==> src/rtl/systolic_wave_ctrl.sv <==
// Burst valid-wave controller for an N_COLS-column systolic MAC array.
// Optional per-column accumulator-clear wave is enabled by WAVE_CLEAR_EN.
module systolic_wave_ctrl #(
  parameter int N_COLS  = 4,
  parameter int SKEW    = 1,
  parameter int DEPTH_W = 8
) (
  input  logic               clk,
  input  logic               rst,
  input  logic               start,
  input  logic [DEPTH_W-1:0] num_vecs,
  input  logic               hold,
  output logic               a_ready,
  output logic [N_COLS-1:0]  valid_ctrl,
  output logic [N_COLS-1:0]  clear_ctrl,
  output logic               busy,
  output logic               done
);

  localparam int D  = (N_COLS - 1) * SKEW + 1;
  localparam int CW = $clog2((N_COLS - 1) * SKEW + 2);

  localparam logic [1:0] S_IDLE  = 2'd0;
  localparam logic [1:0] S_LOAD  = 2'd1;
  localparam logic [1:0] S_DRAIN = 2'd2;
  localparam logic [1:0] S_DONE  = 2'd3;

  logic [1:0]         state;
  logic [DEPTH_W-1:0] remaining;
  logic [CW-1:0]      drain_cnt;
  logic [D-1:0]       wave;
  logic               issue;
  logic               last_issue;
  logic               drain_end;

  assign issue      = (state == S_LOAD) && !hold;
  assign last_issue = issue && (remaining == DEPTH_W'(1));
  assign drain_end  = (drain_cnt == CW'(D - 1));

  assign a_ready = issue;
  assign busy    = (state != S_IDLE);
  assign done    = (state == S_DONE);

  always_ff @(posedge clk) begin
    if (rst) begin
      state     <= S_IDLE;
      remaining <= '0;
      drain_cnt <= '0;
    end else begin
      unique case (1'b1)
        state == S_IDLE: begin
          drain_cnt <= '0;
          if (start) begin
            remaining <= num_vecs;
            state     <= (num_vecs == '0) ? S_DONE : S_LOAD;
          end
        end
        state == S_LOAD: begin
          if (issue) begin
            remaining <= remaining - DEPTH_W'(1);
            if (last_issue) state <= S_DRAIN;
          end
        end
        state == S_DRAIN: begin
          if (drain_end) begin
            state     <= S_DONE;
            drain_cnt <= '0;
          end else begin
            drain_cnt <= drain_cnt + CW'(1);
          end
        end
        default: state <= S_IDLE;
      endcase
    end
  end

  // The wave advances every cycle so hold bubbles travel down the columns.
  always_ff @(posedge clk) begin
    if (rst) wave <= '0;
    else     wave <= D'({wave, issue});
  end

  for (genvar k = 0; k < N_COLS; k++) begin : g_valid
    assign valid_ctrl[k] = wave[k*SKEW];
  end

`ifdef WAVE_CLEAR_EN
  logic         first;
  logic [D-1:0] cwave;

  // first marks the next issue as the opening vector of the burst.
  always_ff @(posedge clk) begin
    if (rst) begin
      first <= 1'b0;
      cwave <= '0;
    end else begin
      if (state == S_IDLE && start) first <= 1'b1;
      else if (issue)               first <= 1'b0;
      cwave <= D'({cwave, issue & first});
    end
  end

  for (genvar k = 0; k < N_COLS; k++) begin : g_clear
    assign clear_ctrl[k] = cwave[k*SKEW];
  end
`else
  assign clear_ctrl = '0;
`endif

endmodule
==> config.mk <==
export PLATFORM = sky130hd
export DESIGN_NAME = systolic_wave_ctrl
export DESIGN_NICKNAME = d
export VERILOG_FILES = /design/src/rtl/systolic_wave_ctrl.sv
export SDC_FILE = /design/constraint.sdc
export NUM_CORES = 1
export LEC_CHECK = 0
export CAP_MARGIN = 5
export CORE_ASPECT_RATIO = 0.9
export CORE_UTILIZATION = 44
export DETAILED_ROUTE_END_ITERATION = 8
export PLACE_DENSITY = 0.75
export SKIP_LAST_GASP = 1
export SLEW_MARGIN = 20
export SYNTH_ARGS = -nofsm -noshare
export SYNTH_HDL_FRONTEND = slang
export SYNTH_SLANG_ARGS = --single-unit
==> constraint.sdc <==
create_clock -name clk -period 1.5 [get_ports clk]
set_input_delay 0.225 -clock clk [delete_from_list [all_inputs] [get_ports clk]]
set_output_delay 0.225 -clock clk [all_outputs]
set_load 0.1 [all_outputs]
## Word level (Yosys, flattened, before mapping)

Cells that the tools add are included.

- Register bits after elaboration: 17
- Input bits: 12
- Output and inout port bits: 11
- Logic and storage cells: 36

- Add/subtract/negate cells: 2
- Equality and inequality tests: 9
- Mux-type cells: 11
- Reductions and logical operators: 10

Operator list:

| cell | number |
|---|---|
| two-way mux 8 bit | 2 |
| one-hot mux 8 bit (2 select lines) | 1 |
| two-way mux 2 bit | 5 |
| equality test 8 x 1 -> 1 bit, second input constant | 1 |
| logical NOT 8 bit | 1 |
| != test 2 bit, second input constant | 4 |
| subtractor 8 x 1 -> 8 bit, second input constant | 1 |
| one-hot mux 2 bit (3 select lines) | 1 |
| one-hot mux 3 bit (2 select lines) | 1 |
| nonzero test 2 bit | 3 |
| equality test 2 bit, second input constant | 2 |
| AND reduction 4 bit | 1 |
| adder 3 x 1 -> 3 bit, second input constant | 1 |
| equality test 3 x 2 -> 1 bit, second input constant | 1 |
| two-way mux 3 bit | 1 |
| AND reduction 3 bit | 1 |
| equality test 2 x 1 -> 1 bit, second input constant | 1 |
| logical AND 1 bit | 2 |
| logical NOT 2 bit | 1 |
| logical NOT 1 bit | 1 |

## Logic depth before layout (Yosys ltp)

Gate-level depths: netlist of the first run.

- Depth after elaboration: 6
- Mapped depth: 7
- Depth with buffers taken out: 6

## Least setup slack after synthesis of the first run

OpenSTA, ideal clock, no wires.

- Path type: register to output
- From: register state[1]
- To: output port a_ready
- Arrival time: 2.157 ns
- Required time: 1.275 ns
- Setup slack: -0.882 ns
- Cell stages (with the launch flop): 6
- Buffers on the path: 1
- Path through: dfxtp_1 > inv_1 > ha_1 > inv_1 > clkbuf_1 > nor2_1

- Cells in the longest elaborated chain, start to end: 2

RTL lines:

| what | RTL line | text |
|---|---|---|
| start, declared | 28 | `logic [1:0] state;` |
| start signal, assigned | 55 | `state <= (num_vecs == '0) ? S_DONE : S_LOAD;` |
| equality test 2 x 1 -> 1 bit | 36 | `assign issue = (state == S_LOAD) && !hold;` |
| logical AND 1 bit | 36 |  |
| end, declared | 13 | `output logic a_ready,` |

Every way passes these cells.

## Worst setup path after layout of the first run

- From: register state[1]
- To: output port busy

- Cells in the longest elaborated chain, start to end: 1

RTL lines:

| what | RTL line | text |
|---|---|---|
| nonzero test 2 bit | 41 | `assign busy = (state != S_IDLE);` |
| end, declared | 16 | `output logic busy,` |

Every way passes these cells.

==> results of run 1 <==
## cells in the mapped netlist (2+ instances only)
cell	count	area share (%)
sky130_fd_sc_hd__o21ai_0	8	4.1
sky130_fd_sc_hd__nor2b_1	5	3.2
sky130_fd_sc_hd__ha_1	7	8.9
sky130_fd_sc_hd__o21ai_1	2	1.0
sky130_fd_sc_hd__a211o_1	2	1.8
sky130_fd_sc_hd__buf_4	4	3.0
sky130_fd_sc_hd__a21oi_1	10	5.1
sky130_fd_sc_hd__nor4_1	2	1.3
sky130_fd_sc_hd__inv_1	9	3.4
sky130_fd_sc_hd__dfxtp_1	17	35
sky130_fd_sc_hd__a22o_1	2	1.8
sky130_fd_sc_hd__nor3b_1	3	2.3
sky130_fd_sc_hd__a211oi_1	4	3.0
sky130_fd_sc_hd__nor3_1	4	2.0
sky130_fd_sc_hd__nand3_1	2	1.0
sky130_fd_sc_hd__a31oi_1	2	1.3
sky130_fd_sc_hd__nand2b_1	3	1.9
sky130_fd_sc_hd__clkbuf_1	4	1.5
sky130_fd_sc_hd__nor2_1	9	3.4
sky130_fd_sc_hd__nand2_1	6	2.3
## through the flow
step	total power, uW	util, %	instance area, sq um	instances
finish	3410	78.9	1580	187
detailed placement	2560	68.0	1370	173
global placement	2510	68.0	1370	173
CTS	3080	74.4	1490	184
floorplan	1900	-	1020	124
global route	3600	78.9	1580	187
## power by group through the flow
| stage | registers, uW | logic (uW) | clock network [uW] |
|---|---|---|---|
| finish | 755 | 2400 | 259 |
| global route | 768 | 2550 | 284 |
| CTS | 730 | 2100 | 252 |
| detailed placement | 718 | 1840 | 0 |
| global placement | 705 | 1810 | 0 |
| floorplan | 732 | 1170 | 0 |
## worst register-to-register path, stage by stage, from the launching register on
cell	delay [ns]
sky130_fd_sc_hd__dfxtp_4	0.38
sky130_fd_sc_hd__inv_6	0.05
sky130_fd_sc_hd__ha_4	0.17
sky130_fd_sc_hd__buf_4	0.16
sky130_fd_sc_hd__nand2_2	0.08
sky130_fd_sc_hd__o211ai_1	0.10
sky130_fd_sc_hd__buf_4	0.17
sky130_fd_sc_hd__buf_4	0.13
sky130_fd_sc_hd__a211oi_1	0.22
## layer usage
layer	share of wire (%)	wire (um)	vias to the layer above
li1	-	-	507
met1	45	1270	500
met2	47	1350	43
met3	6.5	186	4
met4	1.4	40	0
met5	0	0	-
## flip-flops by register name, summed over array words and instances (netlist names)
name        flops
remaining       8
valid_ctrl      4
drain_cnt       3
state           2
## final timing paths
check	endpoint	slack, ns	depth (start not counted)
hold reg to reg	drain_cnt[2]	0.49	1
hold / removal	drain_cnt[2]	0.49	1
setup / recovery	busy	-0.07	6
setup reg to reg	remaining[1]	-0.04	8
## final cells by class
cell class                      instances  share of cell area [%]
Clock buffer                            4                    1.66
Inverter                                9                    3.00
Multi-Input combinational cell         89                    42.7
Sequential cell                        17                    22.4
Tap cell                               25                    1.97
Timing Repair Buffer                   43                    28.4
## cell families (layout without fill, tap and decap cells)
logic type      after synthesis  after routing  share of synthesized area [%]
compound gates               39             39                           25.8
simple gates                 39             39                           21.9
buf+inv                      18             56                           8.51
flops                        17             17                           34.6
fa+ha+maj                     7              7                           8.89
other cells                   1              4                          0.381
## cells in the final DEF (no fill, tap or decap), drive strengths merged, types with 4 or more instances in the layout
cell           count
nor2b              5
ha                 7
o21ai             10
dfxtp             17
nor3               4
a211oi             4
inv                8
clkdlybuf4s50     11
nand2              6
nor2               9
conb               4
a21oi             11
clkbuf             4
buf               32
## timing repair
item / 4_1_cts / 5_1_grt
setup buffers: 7 / 3
pin swaps: 3 / 14
endpoints found under the setup margin: 5 / 12
hold buffers: 0 / 0
resized for setup: 14 / 21
cloned: 0 / 0
==> results.md, run 1 <==
- Per report_power, the clock group accounts for about 7.6% of the total.
- The worst min-delay path startpoint is drain_cnt[2].
- The worst setup path is of the flop to primary output kind.
- The global placer's final weighted congestion is 0.916.
- The number of vias after detailed routing is 1054.
- The flow ran to the end, but the final reports show violations.
- In this run the vertical extent of the chip is between 40 and 50 um.
- The horizontal die dimension is 51.9 um.
- The synthesized netlist contains 36 unique library cells.
- The final layout contains routed wiring with a total length of 2850 um.
- Of the synthesized area, sequential elements account for 34.6%.
- Cell internal power was estimated by the tool at roughly 1800 uW.
- The synthesized netlist occupies a cell area of around 980 sq um.
- The critical register-to-register path startpoint is state[1].
- After global routing, the most crowded layer is met2.
- TritonCTS built the clock tree.
- After layout, the worst setup slack is -0.0717 ns.
- The flip-flop and latch area is around 350 sq um.
- After detailed routing, the number of vias per cell comes to ~5.6.
- The clock transition time at the flip-flop clock pins of the worst setup and hold paths is 0.10 ns.
- IR analysis of the VDD net gives a maximum drop of 1.79 mV.
- The most used flip-flop cell after synthesis is sky130_fd_sc_hd__dfxtp_1.
- The final reports fail on negative setup slack.
- The net switching fraction of the power is 46.4%.
- The required time of the critical path is 1.27 ns.
- In the global route stage, met3 resource usage came out at under 10%.
- Setup repair after global routing could not meet its margin everywhere.
- The clock drives 17 sinks.
- The worst path buffer plus inverter count is 5.
- The startpoint of the worst setup timing path is state[1].
- On the final layout, the worst hold slack is 0.486 ns.
- In the synthesized netlist, the number of instances is 121.
- The starting density of the core is between 40% and 50%.
- The tool flagged a number of max-cap violations equal to 0.
- The worst setup path is launched from a flop.
- The core region is between 2000 and 2500 sq um.
- Counting the fill cells in the layout gives approximately 120.
- The die covers 2430 sq um.
- The total routing usage reported by global routing is 23.9%.
- The first detailed-routing pass ran for 4 iterations.
- The portion of the clock cycle consumed by the worst path in the final layout is 105%.
- The mean instance size in the synthesized netlist is 8.14 sq um.
- In this run the power spent charging and discharging nets is around 1600 uW.
- The met2 capacity usage during global routing is 40.5%.
- The met1 global-route usage is 31.0%.
- Buffers placed on the I/O ports in this run total 18.
- Setup violations remaining at the end of the flow were counted as 4.
- The number of global-route vias before repair is 925.
- The first-pass GRT wire length is ~4200 um.
- STA classifies the critical path endpoint as a primary output.
- Summed over all nets, the half-perimeter wirelength after detailed placement is 1800 um.
- After the first detailed-routing iteration, the DRC count stood at 43.
- The slowest stage of the critical path is the sky130_fd_sc_hd__dfxtp_4 cell.
- Walking the worst path, the cells encountered are inv_6 > ha_4 > buf_6 > clkinvlp_4 > buf_6 > buf_12.
- The number of antenna diodes in the final layout is 0.
- Power spread over the standard cell area amounts to 2150 nW/um^2.
- The area added between synthesis and finish is 60.9%.
- Summed over all layers, the global routing overflow is 0.
- The static leakage is about 0.00063 uW.
- For this run, asynchronously set or reset flops after synthesis account for 0%.
- The number of buffers on the longest clock path is 2.
- The number of max-slew violations in the final report is 0.
- The maximum fanout count along the critical path is 3.
- Yosys printed 0 warnings.
- In this design, the largest share of critical-path delay is due to buffers and inverters.
- In this run the worst hold path is classified as flop to flop.
- The maximum achievable frequency is between 0.6 and 0.7 GHz.
- The initial antenna violation count was 0.
- TritonCTS created 3 clock buffers.
- The sequential power share is 22.1%.
- Entering global routing, the biggest net connects 11 pins.
- The number of rows created at floorplan is 15.
- The number of hold violations in the final report is 0.
- The number of synthesized register bits is 17.
- The later pin in the worst-skew pair is clocked with a latency of 0.31 ns.
- In this run the number of H-tree levels came out at 1.
- The arrival time at the worst endpoint is between 1 and 1.5 ns.
- Setup total negative slack on the finished layout was measured at -0.191 ns.
- Of the cells placed in the final design, the portion with a size suffix greater than 1 is between 30 and 40%.
- The boundary pin count is 23.
- OpenSTA, run right after detailed placement, puts the worst setup slack at -0.116 ns.
- The maximum clock skew at final layout is 0.00596 ns.
- The most numerous cell type found on the critical path is sky130_fd_sc_hd__buf_6.
- The relative contribution of combinational cells to total power is 70.3%.
- After the last flow step, the layout net total stands at between 150 and 200.
- Dividing the detail-routed wire length by the instance count gives 15.2 um.
- In this run, synthesis inferred 0 flip-flops with an integrated enable.
- The multi-input combinational cells in the finished layout cover a total of 676 sq um.
- The smallest clock period supported by the final layout is computed as around 1.6 ns.
- The number of design rule violations left after detail routing is 0.
- On the worst path, the slowest cell contributes a delay of 0.37 ns.
- The count of antenna-violating nets left after detailed routing is 0.
- The root buffer cell is sky130_fd_sc_hd__clkbuf_4.
(Power assumes the default switching activity.)
==> run 2: changes to the inputs <==
CTS_CLUSTER_DIAMETER = 100   (was default)
SKIP_LAST_GASP = default   (was 1)
TNS_END_PERCENT = 100   (was default)
==> results.md, run 2 (synthesis results as in run 1) <==
- The cell sitting at the root of the clock tree is a sky130_fd_sc_hd__clkbuf_4.
- TritonCTS built the clock tree.
- The register containing the most flip-flops in the final layout is remaining.
- The number of design rule violations left after detail routing was 0 (unchanged).
- By instance count, the cell type seen most on the critical path is sky130_fd_sc_hd__buf_6.
- The number of hold violations in the final report is 0 (unchanged).
- The maximum clock skew at final layout is 0.00489 ns (-0.00107 ns).
- The total of fill cells in the finished design is 139 (+12%).
- The setup slack of the critical path after layout is -0.0889 ns (-0.0172 ns).
- The number of max-slew violations in the final report is 0 (unchanged).
- The floorplan die area is 2430 sq um (unchanged).
- The share of post-route cells with drive strength above 1 is 36.9% (-2.6 points).
- The portion of the clock cycle consumed by the worst path in the final layout was 106% (+1.1 points).
- The category of the critical setup timing path is flop to primary output.
- The arrival time at the worst endpoint is 1.36 ns (about the same).
- The end point of the critical path is busy.
- The final-stage net count is 180 (-1.1%).
- The initial antenna violation count is 0 (unchanged).
- The total power per unit cell area was 2170 nW/um^2 (+0.67%).
- The commonest non-fill, non-tap cell in the layout is sky130_fd_sc_hd__buf_4.
- The total of max-cap violations is 0 (unchanged).
- The number of global-route vias before repair is 957 (+3.5%).
- Setup repair after global routing could not meet its margin everywhere.
- The pin count of the biggest net entering global routing is 11 (unchanged).
- The horizontal die dimension came to 51.9 um (unchanged).
- The critical path goes through inv_4 > ha_4 > buf_6 > clkinvlp_4 > buf_6 > buf_12.
- The antenna diode count was 0 (unchanged).
- The number of vias after detailed routing is 1073 (+1.8%).
- The boundary pin count is 23 (unchanged).
- The slack of the worst reg-to-reg path is -0.05 ns (about the same).
- The sum of overflow across all layers after global routing is 0 (unchanged).
- The number of rows created at floorplan is 15 (unchanged).
- The end-of-flow core utilization is 77.1% (-1.7 points).
- The number of vias per cell came to 5.80 (+2.9%).
- The peak per-stage delay on the critical path is 0.38 ns (about the same).
- The shortest clock period the worst path allows after layout came to 1.59 ns (+0.0172 ns).
- The static leakage is 0.000614 uW (-2.0%).
- The top cell types in the final layout, fill and taps aside, are 20 x sky130_fd_sc_hd__buf_4, 14 x sky130_fd_sc_hd__dfxtp_1, 11 x sky130_fd_sc_hd__clkdlybuf4s50_1.
- The latest clock arrival within the worst-skew pair is 0.30 ns (about the same).
- The number of input and output port buffers inserted is 18 (unchanged).
- The run finished, with violations left.
- The overall die height came to 46.9 um (unchanged).
- The maximum achievable frequency is 0.629 GHz (-1.1%).
- The wire length per cell after detailed routing is 16.2 um (+6.5%).
- The worst register-to-register path begins at state[0].
- The endpoint class of the critical path is a primary output.
- The endpoint identified for the worst register-to-register timing path is remaining[1].
- The flip-flop and latch area came to 349 sq um (-1.4%).
- The maximum fanout count along the critical path is 3 (unchanged).
- The flip-flop count of the largest register, all copies and words added was 8 (unchanged).
- The global placer's final weighted congestion is 0.916 (unchanged).
- The clock net sink count is 17 (unchanged).
- The number of buffers on the longest clock path was 2 (unchanged).
- The maximum level of the CTS H-tree came to 1 (unchanged).
- The area of the core is 2010 sq um (unchanged).
- The library cell contributing the largest single delay on the critical path is sky130_fd_sc_hd__dfxtp_4.
- The count of antenna-violating nets left after detailed routing is 0 (unchanged).
- The iteration count of the initial detailed-routing pass is 4 (unchanged).
- The startpoint of the worst setup timing path is state[0].
- The number of cells traversed by the worst register-to-register path is 7 (-1).
- The hold-fix buffer count after cts is 0 (unchanged).
- The required time of the critical path is 1.27 ns (about the same).
- The largest vdd supply drop is 1.73 mV (-3.3%).
- STA classifies the critical path startpoint as a flop.
- The class of the tightest hold or removal check is flop to flop.
- The final count of negative-setup-slack endpoints was 5 (+1).
- The number of buffers added by the clock tree synthesis step is 3 (unchanged).
- The total design power is 3360 uW (-1.6%).
- The sum of routed wire length over all layers is 3000 um (+5.3%).
- The footprint of the multi-input gates is 661 sq um (-2.2%).
- The area added between synthesis and finish is 57.3%.
- The total routing usage reported by global routing is 25.3% (+1.4 points).
- The number of DRC violations after detailed-routing iteration 0 is 79 (+84%).
- The setup total negative slack was -0.180 ns (+0.0108 ns).
- The clock transition time at the flip-flop clock pins of the worst setup and hold paths is 0.10 ns (about the same).
- The checks that failed: negative setup slack.
- The first-pass GRT wire length is 4420 um (+4.4%).
- The sum of net half-perimeters after detailed placement is 1800 um (unchanged).
- The starting density of the core is 49.0% (unchanged).
## run 2: cell count changes in the layout (fill, tap and decap cells not counted), sizes merged
cell / previous run / this run
buf: 32 / 30
## run 2: cell type report
| cell class | instances | share of cell area (%) |
|---|---|---|
| Multi-Input combinational cell | 89 | 42.6 |
| Inverter | 9 | 3.07 |
| Clock buffer | 4 | 1.70 |
| Timing Repair Buffer | 41 | 28.0 |
| Sequential cell | 17 | 22.5 |
| Tap cell | 25 | 2.02 |
## run 2: stage by stage
stage	hold slack, ns	instances	worst slack [ns]	area [sq um]
after global placement	0.454	173	-0.0686	1370
after detailed placement	0.471	173	-0.116	1370
after floorplan	0.302	124	-0.131	1020
after CTS	0.486	184	-0.0642	1520
final	0.487	185	-0.0889	1550
after global routing	0.521	185	-0.125	1550
## run 2: worst min-delay path by stage
stage                 startpoint            end  slack, ns  cells after the start
floorplan                   hold  valid_ctrl[0]       0.30                      1
global placement    drain_cnt[0]   drain_cnt[0]       0.45                      2
detailed placement  drain_cnt[0]   drain_cnt[0]       0.47                      2
CTS                 drain_cnt[0]   drain_cnt[0]       0.49                      2
global route        drain_cnt[2]   drain_cnt[2]       0.52                      1
finish              drain_cnt[2]   drain_cnt[2]       0.49                      1
## run 2: per-layer routing
layer  GRT usage, %  share of wire, %
met1           32.9                43
met2           40.0                44
met3           5.50               9.2
met4           12.4               2.9
met5              0                 0
## run 2: worst max-delay path, delay by kind of cell (launching register included)
family / cells / cell delay, ns
DFF: 1 / 0.38
buffers and inverters: 5 / 0.54
adders and majority gates: 1 / 0.15
## run 2: what timing repair did
| item | in CTS | in global routing |
|---|---|---|
| endpoints found under the setup margin | 5 | 13 |
| hold endpoints to repair | 0 | 0 |
| cloned | 0 | 0 |
| buffers inserted | 7 | 2 |
| pin swaps | 5 | 10 |
| resized for setup | 18 | 12 |
## run 2: report_power, final
group	leakage, uW	switching [uW]	internal (uW)	total [uW]
clock network	0.0000150	152	104	256
logic	0.000459	1270	1080	2350
registers	0.000141	160	597	757
total	0.000614	1580	1780	3360
==> run 3: changes to the inputs <==
GPL_ROUTABILITY_DRIVEN = 0   (was default)
SKIP_CTS_REPAIR_TIMING = 1   (was default)
==> results.md, run 3 (synthesis results as in run 1) <==
- The run finished, with violations left.
- The checks that failed: negative setup slack.
- The area of the core is 2010 sq um (unchanged).
- The endpoint class of the critical path is a primary output.
- The maximum fanout count along the critical path came to 4 (+1).
- The net switching fraction of the power is 46.2% (-0.80 points).
- The starting density of the core is 49.0% (unchanged).
- The worst slack at placement came to -0.116 ns (unchanged).
- The total power per unit cell area was 2110 nW/um^2 (-2.5%).
- The horizontal die dimension came to 51.9 um (unchanged).
- The clock net sink count came to 17 (unchanged).
- The floorplan die area is 2430 sq um (unchanged).
- The final instance count without filler cells was 183 (-1.1%).
- The clock share of power came to 8.1% (+0.5 points).
- The final count of negative-setup-slack endpoints came to 4 (-1).
- In this run the clock root is driven by a sky130_fd_sc_hd__clkbuf_4.
- The total routing usage reported by global routing is 21.2% (-4.0 points).
- The latest clock arrival within the worst-skew pair is 0.31 ns (about the same).
- The flip-flop count of the largest register, all copies and words added is 8 (unchanged).
- The number of buffers added by the clock tree synthesis step is 3 (unchanged).
- The footprint of the multi-input gates is 634 sq um (-4.0%).
- The maximum level of the CTS H-tree is 1 (unchanged).
- The shortest clock period the worst path allows after layout is 1.61 ns (+0.0188 ns).
- The post-route cell area is 1510 sq um (-2.6%).
- The portion of the clock cycle consumed by the worst path in the final layout is 107% (+1.3 points).
- The setup total negative slack is -0.267 ns (-0.0870 ns).
- The kind of start point of the critical path is a flop.
- The class of the tightest hold or removal check is flop to flop.
- The flip-flop and latch area is 349 sq um (unchanged).
- The share of post-route cells with drive strength above 1 came to 31.6% (-5.2 points).
- The arrival time at the worst endpoint is 1.38 ns (+0.02 ns).
- The total of max-cap violations is 0 (unchanged).
- The sum of routed wire length over all layers is 2640 um (-12%).
- The number of cells in the design after placement is 173 (unchanged).
- The number of max-slew violations in the final report came to 0 (unchanged).
- The setup slack of the critical path after layout came to -0.108 ns (-0.0188 ns).
- The instance area at placement came to 1370 sq um (unchanged).
- The area added between synthesis and finish is 53.2%.
- The static leakage is 0.000593 uW (-3.4%).
- The boundary pin count came to 23 (unchanged).
- The sum of overflow across all layers after global routing is 0 (unchanged).
- The net switching power is 1470 uW (-6.7%).
- The register containing the most flip-flops in the final layout is remaining.
- The clock transition time at the flip-flop clock pins of the worst setup and hold paths is 0.09 ns (about the same).
- The number of vias per cell is 5.64 (-2.8%).
- The pin count of the biggest net entering global routing came to 11 (unchanged).
- The number of hold violations in the final report is 0 (unchanged).
- The relative contribution of combinational cells to total power is 68.6% (-1.2 points).
- The cell-internal power is 1720 uW (-3.6%).
- Leaving out fill and tap cells, the most frequent cell in the layout is sky130_fd_sc_hd__buf_4.
- The number of DRC violations after detailed-routing iteration 0 came to 35 (-56%).
- The first-pass GRT wire length is 3760 um (-15%).
- The maximum achievable frequency is 0.622 GHz (-1.2%).
- The number of input and output port buffers inserted is 18 (unchanged).
- The overall die height came to 46.9 um (unchanged).
- Setup repair after global routing could not meet its margin everywhere.
- The total of fill cells in the finished design is 143 (+2.9%).
- The count of antenna-violating nets left after detailed routing was 0 (unchanged).
- The number of design rule violations left after detail routing is 0 (unchanged).
- The category of the critical setup timing path is flop to primary output.
- In the layout the commonest cells are 17 x sky130_fd_sc_hd__buf_4, 14 x sky130_fd_sc_hd__dfxtp_1, 11 x sky130_fd_sc_hd__clkdlybuf4s50_1.
- The number of global-route vias before repair is 897 (-6.3%).
- The antenna diode count is 0 (unchanged).
- The sum of net half-perimeters after detailed placement was 1800 um (unchanged).
- The iteration count of the initial detailed-routing pass is 4 (unchanged).
- The final-stage net count was 178 (-1.1%).
- The number of vias after detailed routing is 1032 (-3.8%).
- The maximum clock skew at final layout is 0.00988 ns (+0.00499 ns).
- The required time of the critical path is 1.27 ns (about the same).
- The initial antenna violation count is 0 (unchanged).
- The number of rows created at floorplan came to 15 (unchanged).
- The sequential power share came to 23.3% (+0.8 points).
- The largest vdd supply drop is 1.65 mV (-4.5%).
- The CTS tree is yes.
- The number of buffers on the longest clock path is 2 (unchanged).
- The wire length per cell after detailed routing is 14.4 um (-11%).
-- run 3: path summary, 6_finish.rpt --
check / start / end / slack (ns) / depth (start not counted)
max: state[1] / busy / -0.11 / 6
min: drain_cnt[0] / drain_cnt[0] / 0.48 / 2
max reg2reg: state[1] / state[0] / -0.04 / 7
min reg2reg: drain_cnt[0] / drain_cnt[0] / 0.48 / 2
-- run 3: power groups by stage --
stage,registers (uW),logic [uW],clock network [uW]
final,742,2190,259
after global routing,754,2320,282
after CTS,708,1860,252
after detailed placement,718,1840,0
after global placement,705,1810,0
after floorplan,732,1170,0
-- run 3: worst max-delay path, stage by stage (launching register included) --
cell and delay (ns):
sky130_fd_sc_hd__dfxtp_4 0.37, sky130_fd_sc_hd__inv_4 0.08, sky130_fd_sc_hd__ha_4 0.16, sky130_fd_sc_hd__buf_6 0.11, sky130_fd_sc_hd__clkinvlp_4 0.08, sky130_fd_sc_hd__buf_6 0.12, sky130_fd_sc_hd__buf_12 0.15
-- run 3: area by class of cell --
| type | count | share of cell area [%] |
|---|---|---|
| multi-input combinational | 89 | 42.0 |
| tap | 25 | 2.07 |
| inverter | 9 | 2.99 |
| clock buffer | 4 | 1.74 |
| timing repair buffer | 39 | 28.0 |
| sequential | 17 | 23.1 |
-- run 3: stage by stage --
stage	hold slack, ns	power [uW]	util, %
floorplan	0.302	1900	-
global placement	0.454	2510	68.0
detailed placement	0.471	2560	68.0
CTS	0.486	2820	69.3
global route	0.520	3360	75.1
finish	0.480	3190	75.1
-- run 3: routing by layer --
metal,part of all wire (%),track usage [%]
met3,8.7,4.21
met4,1.4,9.73
met5,0,0
met2,45,34.9
met1,45,27.3
